### src/rtl/nt_response_compactor_if.sv
// Bus bundle between a response source/session controller and the compactor.
interface nt_response_compactor_if #(
    parameter int WIDTH = 16,
    parameter int CNT_W = 16
);
    logic             start;
    logic [CNT_W-1:0] n_patterns;
    logic             resp_valid;
    logic [WIDTH-1:0] resp_in;
    logic [WIDTH-1:0] golden;
    logic             busy;
    logic             done;
    logic             match;
    logic [WIDTH-1:0] signature;
    logic [CNT_W-1:0] count;

    modport master (
        output start, n_patterns, resp_valid, resp_in, golden,
        input  busy, done, match, signature, count
    );

    modport slave (
        input  start, n_patterns, resp_valid, resp_in, golden,
        output busy, done, match, signature, count
    );
endinterface

### src/rtl/nt_response_compactor.sv
// MISR response compactor: folds a programmed number of valid response words
// into a signature and reports a registered match against a golden value.
module nt_response_compactor #(
    parameter int              WIDTH = 16,
    parameter logic [WIDTH-1:0] POLY = WIDTH'(16'h100B),
    parameter logic [WIDTH-1:0] SEED = WIDTH'(16'hFFFF),
    parameter int              CNT_W = 16
) (
    input logic                   I1470,
    input logic                   I1477,
    nt_response_compactor_if.slave bus
);
    typedef enum logic [1:0] {IDLE, RUN, DONE} state_t;

    state_t           state_q, state_n;
    logic [WIDTH-1:0] sig_q, sig_n, sig_step;
    logic [CNT_W-1:0] cnt_q, cnt_n, cnt_inc;
    logic [CNT_W-1:0] target_q, target_n;
    logic             match_q, match_n;
    logic             busy_q, done_q;

    assign sig_step = {sig_q[WIDTH-2:0], 1'b0} ^ (sig_q[WIDTH-1] ? POLY : '0) ^ bus.resp_in;
    assign cnt_inc  = cnt_q + CNT_W'(1);

    always_ff @(posedge I1470) begin
        if (!I1477) begin
            state_q  <= IDLE;
            sig_q    <= SEED;
            cnt_q    <= '0;
            target_q <= '0;
            match_q  <= 1'b0;
            busy_q   <= 1'b0;
            done_q   <= 1'b0;
        end else begin
            state_q  <= state_n;
            sig_q    <= sig_n;
            cnt_q    <= cnt_n;
            target_q <= target_n;
            match_q  <= match_n;
            busy_q   <= (state_n == RUN);
            done_q   <= (state_n == DONE);
        end
    end

    always_comb begin
        state_n  = state_q;
        sig_n    = sig_q;
        cnt_n    = cnt_q;
        target_n = target_q;
        match_n  = match_q;
        case (state_q)
            // DONE restarts exactly like IDLE, without an intermediate IDLE cycle
            IDLE, DONE: begin
                if (bus.start) begin
                    target_n = bus.n_patterns;
                    sig_n    = SEED;
                    cnt_n    = '0;
                    if (bus.n_patterns != '0) begin
                        state_n = RUN;
                        match_n = 1'b0;
                    end else begin
                        state_n = DONE;
                        match_n = (SEED == bus.golden);
                    end
                end
            end
            RUN: begin
                if (bus.resp_valid) begin
                    sig_n = sig_step;
                    cnt_n = cnt_inc;
                    if (cnt_inc == target_q) begin
                        state_n = DONE;
                        match_n = (sig_step == bus.golden);
                    end
                end
            end
            default: begin
                state_n = IDLE;
                match_n = 1'b0;
            end
        endcase
    end

    assign bus.busy      = busy_q;
    assign bus.done      = done_q;
    assign bus.match     = match_q;
    assign bus.signature = sig_q;
    assign bus.count     = cnt_q;
endmodule

### src/flat_wrapper.sv
// flat-port wrapper written by rule: the top's interface ports become plain ports
module nt_response_compactor_flat 
#(
    parameter int              WIDTH = 16,
    parameter logic [WIDTH-1:0] POLY = WIDTH'(16'h100B),
    parameter logic [WIDTH-1:0] SEED = WIDTH'(16'hFFFF),
    parameter int              CNT_W = 16
)
  (I1470, I1477, bus_start, bus_n_patterns, bus_resp_valid, bus_resp_in, bus_golden, bus_busy, bus_done, bus_match, bus_signature, bus_count);
  nt_response_compactor_if #(.WIDTH(WIDTH), .CNT_W(CNT_W)) bus_i ();
  input logic I1470;
  input logic I1477;
  input wire logic [$bits(bus_i.start)-1:0] bus_start;
  input wire logic [$bits(bus_i.n_patterns)-1:0] bus_n_patterns;
  input wire logic [$bits(bus_i.resp_valid)-1:0] bus_resp_valid;
  input wire logic [$bits(bus_i.resp_in)-1:0] bus_resp_in;
  input wire logic [$bits(bus_i.golden)-1:0] bus_golden;
  output wire logic [$bits(bus_i.busy)-1:0] bus_busy;
  output wire logic [$bits(bus_i.done)-1:0] bus_done;
  output wire logic [$bits(bus_i.match)-1:0] bus_match;
  output wire logic [$bits(bus_i.signature)-1:0] bus_signature;
  output wire logic [$bits(bus_i.count)-1:0] bus_count;
  assign bus_i.start = bus_start;
  assign bus_i.n_patterns = bus_n_patterns;
  assign bus_i.resp_valid = bus_resp_valid;
  assign bus_i.resp_in = bus_resp_in;
  assign bus_i.golden = bus_golden;
  assign bus_busy = bus_i.busy;
  assign bus_done = bus_i.done;
  assign bus_match = bus_i.match;
  assign bus_signature = bus_i.signature;
  assign bus_count = bus_i.count;
  nt_response_compactor #(.WIDTH(WIDTH), .POLY(POLY), .SEED(SEED), .CNT_W(CNT_W)) u_core (.I1470(I1470), .I1477(I1477), .bus(bus_i));
endmodule
### config.mk
export PLATFORM = sky130hd
export DESIGN_NAME = nt_response_compactor_flat
export DESIGN_NICKNAME = d
export VERILOG_FILES = /design/src/rtl/nt_response_compactor_if.sv /design/src/rtl/nt_response_compactor.sv /design/src/flat_wrapper.sv
export SDC_FILE = /design/constraint.sdc
export NUM_CORES = 1
export LEC_CHECK = 0
export BUFFER_PORTS_ARGS = -buffer_cell sky130_fd_sc_hd__buf_2
export CAP_MARGIN = 20
export CORE_MARGIN = 1.5
export CORE_UTILIZATION = 57
export CTS_CLUSTER_SIZE = 16
export DETAILED_ROUTE_END_ITERATION = 8
export PLACE_DENSITY_LB_ADDON = 0.3
export SYNTH_ARGS = -nofsm -noshare
export SYNTH_HDL_FRONTEND = slang
export SYNTH_SLANG_ARGS = --single-unit
### constraint.sdc
create_clock -name I1470 -period 4.7 [get_ports I1470]
set_clock_uncertainty 0.15 [all_clocks]
set_input_delay 0.235 -clock I1470 [delete_from_list [all_inputs] [get_ports I1470]]
set_output_delay 0.235 -clock I1470 [all_outputs]
set_load 0.05 [all_outputs]
==> qor.csv <==
metric,value,unit
Compound-Gate Fraction of Synth Area,16.7,%
"area leader, netlist",sky130_fd_sc_hd__dfxtp_1,
post-route setup TNS,0,ns
maximum number of pins on one net before global-route repair,55,
most instantiated flip-flop cell in the synthesis netlist,sky130_fd_sc_hd__dfxtp_1,
GRT Overall Usage,26.8,%
I/O pin total,87,
vias in the first global route,2729,
number of nets produced by synthesis,429,
final critical-path setup slack,1.62,ns
final net count,498,
P_sw,0.000282,W
number of synthesized flops with an enable pin,0,
"area fraction in and, or, nand and nor cells after synthesis",28.1,%
depth of the CTS H-tree,2,
"FFs w/ async S/R, synth",0,%
average instance area after synthesis,8.30,um2
final count of hold timing violations,0,
setup repair bufs after CTS,0,
standard-cell rows,26,
most used standard cell by instance count after synthesis,sky130_fd_sc_hd__nand2_1,
Sinks on Clock Net,53,
kind of launch point of the worst setup path,register,
mean routed wirelength per cell,14.9,um
maximum number of buffers from clock root to sink,2,
setup slack after placement,1.75,ns
result of the run,"finished, final reports clean",
portion of total power attributed to the clock network,26.9,%
Worst Tran Pin Value,0.875,ns
yosys synthesis warning count,0,
core footprint,5200,um2
Static Leak,1.43,nW
Post-Synth XOR/XNOR Area,16.8,%
"critical path fanouts, max",8,
Horiz. Die Dim,77.0,um
post-synthesis cell area,3120,um2
fraction of layout instances using a drive strength above 1,24.4,%
count of nets left with antenna violations after detail routing,0,
CTS resizes,0,
Fmax,0.325,GHz
Initial Utilization,60.0,%
number of remaining DRC errors,0,
startpoint-to-endpoint class of the critical path,reg2reg,
total power per unit cell area,255,nW/um2
dominant combinational cell family by area after synthesis,simple AND/OR/NAND/NOR gates,
router iterations before antenna repair,5,
Sw Ratio,30.4,%
Area Growth Syn to Fin,16.5,%
worst rel slew slack,41.5,%
most numerous cell types in the synthesized netlist,"sky130_fd_sc_hd__nand2_1 (61), sky130_fd_sc_hd__dfxtp_1 (53), sky130_fd_sc_hd__xnor2_1 (47), sky130_fd_sc_hd__nand3_1 (28), sky130_fd_sc_hd__o21ai_0 (24)",
synth top area cells,"sky130_fd_sc_hd__dfxtp_1 (34%), sky130_fd_sc_hd__xnor2_1 (13%), sky130_fd_sc_hd__nand2_1 (7.3%)",
Register Area,1060,um2
clock slew at the register clock pins of the worst setup and hold paths,0.09,ns
CTS tree,yes,
area share of the largest cell type after synthesis,34.0,%
total detailed-routing wirelength,7680,um
fraction of the mapped netlist area in adder cells,0.401,%
count of endpoints failing setup in the final report,0,
Comb pwr share,21.2,%
Diodes inserted,0,
latest clock arrival within the worst-skew pair,0.30,ns
number of inserted filler cells in the final layout,425,
mux cell area share after synthesis,0.321,%
end-of-flow core utilization,69.8,%
vertical extent of the die,77.0,um
count of buffers inserted at the top-level ports,86,
die outline area,5930,um2
worst ir drop on vdd,0.187,mV
nature of the critical path endpoint,register,
library cell used as clock root buffer,sky130_fd_sc_hd__clkbuf_8,
Synth cell types,51,
sequential area share after synthesis,34.0,%
number of standard cells after synthesis,376,
Final HPWL DP,5670,um
post-synthesis register bit count,53,
global-route wire length before repair,12800,um
Overall Power,0.000927,W
violation count after the first detailed-routing iteration,251,
number of antenna violations at the first check in global routing,0,
class of the most critical hold timing path,in2reg,
vias after detailed routing,2992,
cell internal pwr,0.000645,W
CP required,4.73,ns
area of the multi-input gates,1950,um2
Period minus WS final,3.08,ns
detailed-route vias per instance,5.80,
weighted congestion at the end of routability-driven global placement,0.896,
part of the cycle the worst path needs,65.5,%
GRT Residual Overflow,0,
setup repair after global routing missed its margin,no,
CTS Hold Buffers Added,0,
max-cap violations,0,
sequential group share of total power,51.9,%
arrival time reported for the critical path endpoint,3.11,ns
Pins Over Slew Limit,0,
TritonCTS buffer count,5,
state kept, by name, summed over array words and instances, names as in the netlist:
name                  cells
u_core.bus.busy           1
u_core.bus.count         16
u_core.bus.done           1
u_core.bus.match          1
u_core.bus.signature     16
u_core.state_q            2
u_core.target_q          16
metrics by stage:
stage | hold slack (ns) | cell area, um2 | std cells
2_1_floorplan | 0.220 | 3120 | 376
3_3_place_gp | 0.314 | 3540 | 507
3_5_place_dp | 0.322 | 3540 | 507
4_1_cts | 0.0167 | 3630 | 515
5_1_grt | 0.0184 | 3630 | 516
6_report | 0.0213 | 3630 | 516
cell type report:
cell class	count	area share (%)
clock inverters	2	0.275
well taps	70	2.41
multi-input cells	295	53.6
inverters	1	0.103
repair buffers	89	12.5
flip-flops and latches	53	29.2
clock buffers	6	2.00
kinds of logic after synthesis:
| group | count (synthesis) |
|---|---|
| AO/OA/AOI/OAI | 75 |
| AND/OR/NAND/NOR | 158 |
| flip-flops | 53 |
| XOR/XNOR | 60 |
| adder cells (fa/ha/maj) | 1 |
| multiplexers | 1 |
| buffers and inverters | 28 |
power by group through the flow:
stage	clock (W)	combinational, W	sequential [W]
floorplan	0	0.000114	0.000510
global placement	0	0.000190	0.000490
detailed placement	0	0.000193	0.000491
CTS	0.000256	0.000194	0.000480
global route	0.000278	0.000215	0.000483
finish	0.000249	0.000197	0.000481
cell usage in the layout (no fill, tap or decap), types with 4 or more instances in the layout:
cell and n:
sky130_fd_sc_hd__clkbuf_8 5, sky130_fd_sc_hd__buf_2 86, sky130_fd_sc_hd__nand3_1 28, sky130_fd_sc_hd__o21a_1 4, sky130_fd_sc_hd__o21ai_0 24, sky130_fd_sc_hd__dfxtp_1 53
sky130_fd_sc_hd__nor2_1 9, sky130_fd_sc_hd__a21boi_1 7, sky130_fd_sc_hd__nor2b_1 10, sky130_fd_sc_hd__xnor2_1 47, sky130_fd_sc_hd__nand4_1 6, sky130_fd_sc_hd__a21boi_0 13
sky130_fd_sc_hd__and2_1 4, sky130_fd_sc_hd__nand2_1 61, sky130_fd_sc_hd__nor4_1 7, sky130_fd_sc_hd__a22oi_1 5, sky130_fd_sc_hd__nor3_1 8, sky130_fd_sc_hd__xor2_1 13
worst max-delay path: stages, from the launching register on:
cell and delay, ns:
sky130_fd_sc_hd__dfxtp_1 0.56, sky130_fd_sc_hd__ha_1 0.35, sky130_fd_sc_hd__nand3_1 0.30, sky130_fd_sc_hd__or4_1 0.65, sky130_fd_sc_hd__xnor2_1 0.17, sky130_fd_sc_hd__a211oi_2 0.24, sky130_fd_sc_hd__a31oi_1 0.22, sky130_fd_sc_hd__o211ai_1 0.21
sky130_fd_sc_hd__o31ai_1 0.09
per-layer routing:
| metal | up-vias | track usage (%) | wire length (um) |
|---|---|---|---|
| li1 | 1458 | - | - |
| met1 | 1402 | 37.1 | 3560 |
| met2 | 114 | 42.7 | 3530 |
| met3 | 18 | 5.36 | 487 |
| met4 | 0 | 6.91 | 101 |
| met5 | - | 0 | 0 |
final timing paths:
kind,from,end,slack (ns),cells past startpoint
max,u_core.bus.count[0],u_core.bus.match,1.62,8
min,bus_n_patterns[7],u_core.target_q[7],0.02,3
max reg2reg,u_core.bus.count[0],u_core.bus.match,1.62,8
min reg2reg,u_core.target_q[4],u_core.target_q[4],0.33,2
Note: power is estimated with default switching activity, not from simulation.
